### config.mk
export PLATFORM = sky130hd
export DESIGN_NAME = core_readout
export DESIGN_NICKNAME = d
export VERILOG_FILES = /design/src/rtl/core_pkg.sv /design/src/rtl/core_readout_bit_packer.sv /design/src/rtl/core_readout.sv
export SDC_FILE = /design/constraint.sdc
export NUM_CORES = 1
export LEC_CHECK = 0
export BUFFER_PORTS_ARGS = -buffer_cell sky130_fd_sc_hd__buf_2
export CAP_MARGIN = 10
export CORE_ASPECT_RATIO = 1.1
export CORE_MARGIN = 1.5
export CORE_UTILIZATION = 50
export DETAILED_ROUTE_END_ITERATION = 8
export PLACE_DENSITY_LB_ADDON = 0.15
export SLEW_MARGIN = 20
export SYNTH_ARGS = -nofsm -noshare
export SYNTH_HDL_FRONTEND = slang
export SYNTH_SLANG_ARGS = --single-unit
export TNS_END_PERCENT = 20
### constraint.sdc
create_clock -name clk -period 2.1 [get_ports clk]
set_input_delay 0 -clock clk [delete_from_list [all_inputs] [get_ports clk]]
set_output_delay 0 -clock clk [all_outputs]
set_load 0.005 [all_outputs]
### src/rtl/core_pkg.sv
`default_nettype none
// +--------------------------------------------------------------------+
// | core_pkg : shared defaults, sequencer states and sweep constants   |
// | Revision : 1.0                                                     |
// +--------------------------------------------------------------------+
package core_pkg;

  localparam int ADDR_W_DEF      = 11;
  localparam int BYTE_W_DEF      = 8;
  localparam int RD_LAT_DEF      = 1;
  localparam int BYTES_PER_SWEEP = (2 ** ADDR_W_DEF) / BYTE_W_DEF;

  typedef enum logic [2:0] {
    ST_IDLE   = 3'd0,
    ST_SETUP  = 3'd1,
    ST_SAMPLE = 3'd2,
    ST_PUSH   = 3'd3,
    ST_DRAIN  = 3'd4,
    ST_FIN    = 3'd5
  } state_t;

endpackage
`default_nettype wire

### src/rtl/core_readout_bit_packer.sv
`default_nettype none
// +--------------------------------------------------------------------+
// | bit_packer : LSB-first serial-to-parallel shifter with bit counter |
// | Revision   : 1.0                                                   |
// +--------------------------------------------------------------------+
module bit_packer #(
  parameter int W = 8
) (
  input  logic         clk,
  input  logic         rst_n,
  input  logic         i_clr,
  input  logic         i_shift,
  input  logic         i_bit,
  output logic [W-1:0] o_word,
  output logic         o_last
);

  localparam int              CNT_W    = $clog2(W);
  localparam logic [CNT_W-1:0] CNT_LAST = CNT_W'(W - 1);

  logic [W-1:0]     r_sr;
  logic [CNT_W-1:0] r_cnt;

  // New bits enter at the MSB so the first bit of a word ends up at bit 0.
  always_ff @(posedge clk or negedge rst_n) begin
    if (!rst_n) begin
      r_sr  <= '0;
      r_cnt <= '0;
    end else if (i_clr) begin
      r_sr  <= '0;
      r_cnt <= '0;
    end else if (i_shift) begin
      r_sr  <= {i_bit, r_sr[W-1:1]};
      r_cnt <= (r_cnt == CNT_LAST) ? '0 : r_cnt + 1'b1;
    end
  end

  assign o_word = r_sr;
  assign o_last = (r_cnt == CNT_LAST);

endmodule
`default_nettype wire

### src/rtl/core_readout.sv
`default_nettype none
// +--------------------------------------------------------------------+
// | core_readout : sweeps Core addresses, packs bits, streams bytes    |
// | Revision     : 1.0                                                 |
// +--------------------------------------------------------------------+
module core_readout
  import core_pkg::*;
#(
  parameter int ADDR_W = ADDR_W_DEF,
  parameter int RD_LAT = RD_LAT_DEF,
  parameter int BYTE_W = BYTE_W_DEF
) (
  input  logic              clk,
  input  logic              rst_n,
  input  logic              start,
  output logic [ADDR_W-1:0] core_addr,
  input  logic              core_bit,
  output logic [BYTE_W-1:0] m_data,
  output logic              m_valid,
  input  logic              m_ready,
  output logic              busy,
  output logic              done
);

  localparam logic [ADDR_W-1:0] ADDR_LAST = '1;
  localparam logic [2:0]        WAIT_LAST = 3'((RD_LAT == 0) ? 0 : RD_LAT - 1);
  // With zero read latency the address is usable immediately, so SETUP is skipped.
  localparam state_t            ST_FETCH  = (RD_LAT == 0) ? ST_SAMPLE : ST_SETUP;

  state_t            r_state;
  logic [ADDR_W-1:0] r_core_addr;
  logic [BYTE_W-1:0] r_m_data;
  logic              r_m_valid;
  logic              r_busy;
  logic              r_done;
  logic [2:0]        r_wait;

  logic              w_accept;
  logic              w_load;
  logic              w_clr;
  logic              w_shift;
  logic [BYTE_W-1:0] w_word;
  logic              w_last;

  assign w_accept = r_m_valid && m_ready;
  assign w_load   = (r_state == ST_PUSH) && (!r_m_valid || m_ready);
  assign w_clr    = w_load || ((r_state == ST_IDLE) && start);
  assign w_shift  = (r_state == ST_SAMPLE);

  bit_packer #(
    .W(BYTE_W)
  ) u_packer (
    .clk    (clk),
    .rst_n  (rst_n),
    .i_clr  (w_clr),
    .i_shift(w_shift),
    .i_bit  (core_bit),
    .o_word (w_word),
    .o_last (w_last)
  );

  always_ff @(posedge clk or negedge rst_n) begin
    if (!rst_n) begin
      r_state     <= ST_IDLE;
      r_core_addr <= '0;
      r_m_data    <= '0;
      r_m_valid   <= 1'b0;
      r_busy      <= 1'b0;
      r_done      <= 1'b0;
      r_wait      <= '0;
    end else begin
      // Output register: a same-cycle reload from PUSH wins over acceptance.
      if (w_load) begin
        r_m_data  <= w_word;
        r_m_valid <= 1'b1;
      end else if (w_accept) begin
        r_m_valid <= 1'b0;
      end

      case (r_state)
        ST_IDLE: begin
          r_done <= 1'b0;
          if (start) begin
            r_state     <= ST_SETUP;
            r_core_addr <= '0;
            r_busy      <= 1'b1;
            r_wait      <= '0;
          end
        end
        ST_SETUP: begin
          if (r_wait == WAIT_LAST) begin
            r_state <= ST_SAMPLE;
            r_wait  <= '0;
          end else begin
            r_wait <= r_wait + 1'b1;
          end
        end
        ST_SAMPLE: begin
          if (w_last) begin
            r_state <= ST_PUSH;
          end else begin
            r_core_addr <= r_core_addr + ADDR_W'(1);
            r_state     <= ST_FETCH;
          end
        end
        ST_PUSH: begin
          if (w_load) begin
            if (r_core_addr == ADDR_LAST) begin
              r_state <= ST_DRAIN;
            end else begin
              r_core_addr <= r_core_addr + ADDR_W'(1);
              r_state     <= ST_FETCH;
            end
          end
        end
        ST_DRAIN: begin
          if (w_accept || !r_m_valid) begin
            r_state     <= ST_FIN;
            r_busy      <= 1'b0;
            r_done      <= 1'b1;
            r_core_addr <= '0;
          end
        end
        ST_FIN: begin
          r_done  <= 1'b0;
          r_state <= ST_IDLE;
        end
        default: r_state <= ST_IDLE;
      endcase
    end
  end

  assign core_addr = r_core_addr;
  assign m_data    = r_m_data;
  assign m_valid   = r_m_valid;
  assign busy      = r_busy;
  assign done      = r_done;

endmodule
`default_nettype wire

# Word level (Yosys, flattened, before mapping)
# Index checks and enable logic that the tools add are counted.
[op_classes] add_sub_neg=3 n_eq_ne=13 n_mux=28 n_reduce_logical=21
[op_table] op="2-to-1 mux 11 bit" n=5
[op_table] op="case mux 11 bit (4 select lines)" n=1
[op_table] op="2-to-1 mux 3 bit" n=10
[op_table] op="2-to-1 mux 8 bit" n=2
[op_table] op="case mux 3 bit (5 select lines)" n=1
[op_table] op="inequality test 2 bit, second input constant" n=6
[op_table] op="adder 11 x 1 -> 11 bit, second input constant" n=1
[op_table] op="equality test 11 bit, second input constant" n=1
[op_table] op="nonzero test 2 bit" n=5
[op_table] op="equality test 3 bit, second input constant" n=3
[op_table] op="adder 3 x 1 -> 3 bit, second input constant" n=2
[op_table] op="equality test 3 x 2 -> 1 bit, second input constant" n=2
[op_table] op="logical NOT 3 bit" n=2
[op_table] op="case mux 3 bit (2 select lines)" n=1
[op_table] op="AND reduction 6 bit" n=1
[op_table] op="2-to-1 mux 1 bit" n=5
[op_table] op="case mux 1 bit (2 select lines)" n=2
[op_table] op="AND reduction 2 bit" n=2
[op_table] op="AND reduction 4 bit" n=1
[op_table] op="nonzero test 4 bit" n=1
[op_table] op="equality test 3 x 1 -> 1 bit, second input constant" n=1
[op_table] op="logical AND 1 bit" n=3
[op_table] op="logical OR 1 bit" n=3
[op_table] op="AND reduction 3 bit" n=1
[op_table] op="3 further kinds" n=3
[word_totals] regBits=39 out_inout_bits=22 word_cells=74

# Depth between registers and ports, before layout
[depth] depth_word=5 ltp_mapped=8

# By module
# Synthesis repeated with hierarchy kept, for this count alone.
[hier_totals] cells_unflattened=193 hier_area_um2=1989.4
[modules_own_cells] module="core_readout" n_inst=1 cells_per_inst=154 area_each_um2=1515.2 seq_area_each_um2=700.7
[modules_own_cells] module="bit_packer" n_inst=1 cells_per_inst=39 area_each_um2=474.2 seq_area_each_um2=275.3

# Worst setup path after synthesis
# No wires, ideal clock.
[synth_timing] path_type="flip-flop to flip-flop" start="register r_m_valid, in the netlist m_valid" end="register r_core_addr[5], in the netlist core_addr[5]" setup_time_ns=0.110 t_arrival_ns=1.805 required_ns=1.990 slack_ns=0.184 stages_incl_launch_ff=7 synth_period_minus_slack_ns=1.916 cell_sequence="dfrtp_1 > nor2b_4 > a2111o_1 > a22o_1 > or2_0 > buf_6 > o41ai_1"
[synth_via] elab_chain_len=5
[synth_lines] item="start: declaration" line_no="core_readout.sv:33" source="logic r_m_valid;"
[synth_lines] item="start signal: assignment" line_no="core_readout.sv:67" source="r_m_valid <= 1'b0;"
[synth_lines] item="start signal: assignment" line_no="core_readout.sv:75" source="r_m_valid <= 1'b1;"
[synth_lines] item="start signal: assignment" line_no="core_readout.sv:77" source="r_m_valid <= 1'b0;"
[synth_lines] item="logical NOT 1 bit" line_no="core_readout.sv:46, core_readout.sv:117"
[synth_lines] item="logical OR 1 bit" line_no="core_readout.sv:46" source="assign w_load = (r_state == ST_PUSH) && (!r_m_valid || m_ready);"
[synth_lines] item="logical AND 1 bit" line_no="core_readout.sv:46"
[synth_lines] item="inequality test 2 bit (no line)"
[synth_lines] item="AND reduction 6 bit (no line) *"
[synth_lines] item="end signal: assignment" line_no="core_readout.sv:102" source="r_core_addr <= r_core_addr + ADDR_W'(1);"
[synth_lines] item="end signal: assignment" line_no="core_readout.sv:111" source="r_core_addr <= r_core_addr + ADDR_W'(1);"
[synth_lines] item="end: declaration" line_no="core_readout.sv:31" source="logic [ADDR_W-1:0] r_core_addr;"
# Mark *: on every way between the ends. The rest lies on a longest branch, timed or not.
# A chain may end at the register's enable or synchronous reset.

# Worst setup path in the final report
[layout_timing] start="register u_packer.r_cnt[0]" end="register r_core_addr[7], in the netlist core_addr[7]"
[layout_via] elab_chain_len=3
[layout_lines] item="start: declaration" line_no="core_readout_bit_packer.sv:22" source="logic [CNT_W-1:0] r_cnt;"
[layout_lines] item="start signal: assignment" line_no="core_readout_bit_packer.sv:34" source="r_cnt <= (r_cnt == CNT_LAST) ? '0 : r_cnt + 1'b1;"
[layout_lines] item="equality test 3 bit" line_no="core_readout_bit_packer.sv:39" source="assign o_last = (r_cnt == CNT_LAST);"
[layout_lines] item="inequality test 2 bit (no line)"
[layout_lines] item="AND reduction 6 bit (no line)"
# No other way between the ends.

==> run_results.csv <==
group,metric,value,unit
routing,drc,0,
timing,fin_hold_ws,0.0893,ns
min_path,min_path_type,"in -> reg",
setup_path,critPathSlowestCell,"dfrtp_1",
synth,async_flop_share,1.00,
run,cap_viol_max_count,0,
routing,drt-vias-per-instance,5.49,
clock_network,numCtsBuffers,5,
floorplanning,floorplan.initialDensity,0.518,
grt,grt_first_pass_wirelength,6.31,mm
outcome,run_status,"completed",
layout,layout.cells.most_common,"dfrtp_1",
layout,n_fill_cell,305,
setup_path,critPathMaxStageDelay,0.40,ns
routing,finalWirelength,3.82,mm
floorplanning,pin_count,27,
setup_path,crit_path_cells,"ha_1 > ha_1 > nand2b_1 > nand3_1 > a22o_1 > or2_4 > o41ai_2",
layout,antenna-diode-count,0,
pwr,p_per_area,1050,nW/um2
setup_path,critPathLaunchType,"flip-flop",
grt,grt_antenna_before_repair,0,
clock_network,cts_sinks,39,
timing,max_freq,0.520,GHz
synth,synth.area.top_cells,"dfrtp_1, nand2_1, o21ai_0",
timing,clock-skew-final,0.00687,ns
timing,final_setup_violation_count,0,
pwr,peakVddDrop,0.567,mV
min_path,min-delay-start,"start",
grt,via_count_of_the_first_global_routing_pass,1460,
routing,dr.first_iter.drc_count,94,
layout,multi_input_area,848,um2
synth,dominantRegCellSynth,"dfrtp_1",
setup_path,worstPathArrival,2.11,ns
synth,yosysUniqueCellTypes,31,
setup_path,cpMostUsedCell,"ha_1",
routing,ant_nets,0,
setup_path,cp-end-kind,"flip-flop",
min_path,hold_end,"busy$_DFFE_PN0P_",
min_path,number_of_stages_on_the_worst_hold_path,3,
timing,finalMaxSlewViolations,0,
setup_path,kind_of_cell_with_the_highest_combined_delay_on_the_critical_path,"compound AO/OA/AOI/OAI gates",
setup_path,rrSetupSlack,0.18,ns
setup_path,worst-r2r-cell-count,7,
floorplanning,placementRows,23,
placement,place.port_buffers,26,
layout,fin_nets,241,
timing,slew_headroom,0.437,
floorplanning,core_area,3600,um2
setup_path,worstPathMaxFanout,10,
grt,overflow,0,
synth,syn_inst,194,
routing,route.detailed.wl_per_inst,13.6,um
grt,grt_max_degree,40,
setup_path,worst-path-buf-inv,0,
routing,vias,1537,
layout,layout-drive-gt1-share,0.230,
floorplanning,chipWidth,61.2,um
setup_path,worst_reg2reg_path_startpoint,"u_packer.r_cnt[0]$_DFFE_PN0P_",
synth,netlist.top_cell.by_area,"dfrtp_1",
clock_network,clk_pin_slew_worst_paths,0.07,ns
pwr,leakage,0.00107,uW
floorplanning,die_h,67,um
setup_path,ws_path_type,"reg -> reg",
timing,final_hold_viol_count,0,
synth,avg_synthesized_cell_area,9.60,um2
floorplanning,die_area,4100,um2
clock_network,cts.root.buffer_cell,"clkbuf_8",
placement,gp_congestion,0.848,
synth,synth.yosys.seq_area_share,0.524,
routing,drtPass1Iterations,4,
synth,synth_fp_nets,204,
synth,synth_warnings,0,
layout,areaGrowthSynthToFinish,18.1,%
clock_network,clk-insertion-delay-late,0.29,ns
synth,synth_top_area_share,0.524,
timing,final.setup.worst_slack,0.176,ns
clock_network,tritoncts,"built",
timing,worstMarginPinSlew,0.844,ns
grt,groute.usage.overall,0.211,
synth,yosys_register_bits,39,
timing,rsz0062_at_grt,"no",
layout,seq_cell_area,976,um2
setup_path,rr_endpoint,"core_addr[7]$_DFFE_PN0P_",
synth,synth_enable_flop_cells,0,
clock_network,cts_htree_levels,2,
pwr,report.power.total,2300,uW
timing,layout_min_cycle_time,1.92,ns
clock_network,cts.path.max_buffers,2,
placement,post-place-ws,-0.0441,ns
layout,layout_common_cells,"dfrtp_1, nand2_1, buf_2",
setup_path,cp_data_required_time,2.29,ns
timing,layout_worst_path_cycle_share,0.916,
synth,synth.cell_area,1860,um2
placement,dp_hpwl,2.71,mm
per-stage QoR:
step | TNS [ns] | cell area (um2) | utilization | cells
floorplan | 0 | 1860 | - | 194
detailed placement | -0.0506 | 2090 | 0.581 | 272
finish | 0 | 2200 | 0.611 | 280
global placement | 0 | 2090 | 0.581 | 272
CTS | 0 | 2180 | 0.607 | 280
global route | 0 | 2200 | 0.611 | 280
layout make-up:
cell class	instances	share of cell area
Timing Repair Buffer	38	0.102
Multi-Input combinational cell	143	0.386
Clock buffer	6	0.0330
Sequential cell	39	0.444
Inverter	4	0.00683
Tap cell	50	0.0284
per-layer routing:
layer / wire, um / GRT usage / vias up
met1: 1690 / 0.251 / 750
li1: - / - / 753
met4: 64 / 0.0788 / 0
met2: 1940 / 0.348 / 26
met5: 0 / 0 / -
met3: 121 / 0.0660 / 8
worst min-delay path, cell delays in order:
cell,delay (ns)
buf_2,0.13
a21oi_1,0.07
o21ai_0,0.13
worst max path at each step:
stage | cells after the start | slack [ns] | from | to
after floorplan | 6 | 0.18 | m_valid$_DFFE_PN0P_ | core_addr[5]$_DFFE_PN0P_
after global placement | 7 | 0.08 | u_packer.r_cnt[0]$_DFFE_PN0P_ | core_addr[5]$_DFFE_PN0P_
after detailed placement | 7 | -0.04 | u_packer.r_cnt[0]$_DFFE_PN0P_ | core_addr[7]$_DFFE_PN0P_
after CTS | 7 | 0.02 | u_packer.r_cnt[0]$_DFFE_PN0P_ | core_addr[7]$_DFFE_PN0P_
after global routing | 7 | 0.08 | u_packer.r_cnt[0]$_DFFE_PN0P_ | core_addr[7]$_DFFE_PN0P_
final | 7 | 0.18 | u_packer.r_cnt[0]$_DFFE_PN0P_ | core_addr[7]$_DFFE_PN0P_
sequential cells by signal, indices dropped and copies added, names as in the netlist:
name,cells
m_data,8
busy,1
u_packer.r_cnt,3
u_packer.o_word,8
done,1
r_wait,3
core_addr,11
r_state,3
m_valid,1
where the power goes:
group          internal [uW]  switching, uW  leakage (uW)
combinational            368            503      0.000505
clock                    221            239     0.0000371
sequential               862            110      0.000528
synthesized netlist by cell type, types with 2 or more instances:
cell / n
o21ai_0: 18
nand2_1: 34
nor2_1: 16
nand4_1: 2
nor2b_1: 3
buf_2: 2
inv_1: 4
nand2b_1: 6
a21oi_1: 16
clkbuf_1: 5
nor3_1: 3
ha_1: 5
nand3_1: 7
nand3b_1: 4
and2_1: 2
o41ai_1: 3
mux2_2: 8
o31ai_1: 4
a31oi_1: 2
dfrtp_1: 39
what timing repair did:
| item | 4_1_cts | 5_1_grt |
|---|---|---|
| setup endpoints to repair | 2 | 2 |
| setup buffers | 0 | 0 |
| hold endpoints to repair | 40 | 0 |
| hold buffers | 2 | 0 |
| resized for setup | 1 | 3 |
logic make-up after synthesis:
group / after synthesis / synth area share
fa+ha+maj: 5 / 0.0336
simple gates: 80 / 0.202
flops: 39 / 0.524
buf+inv: 12 / 0.0296
compound gates: 49 / 0.157
mux: 9 / 0.0538
Power figures use the tool's default switching activity.
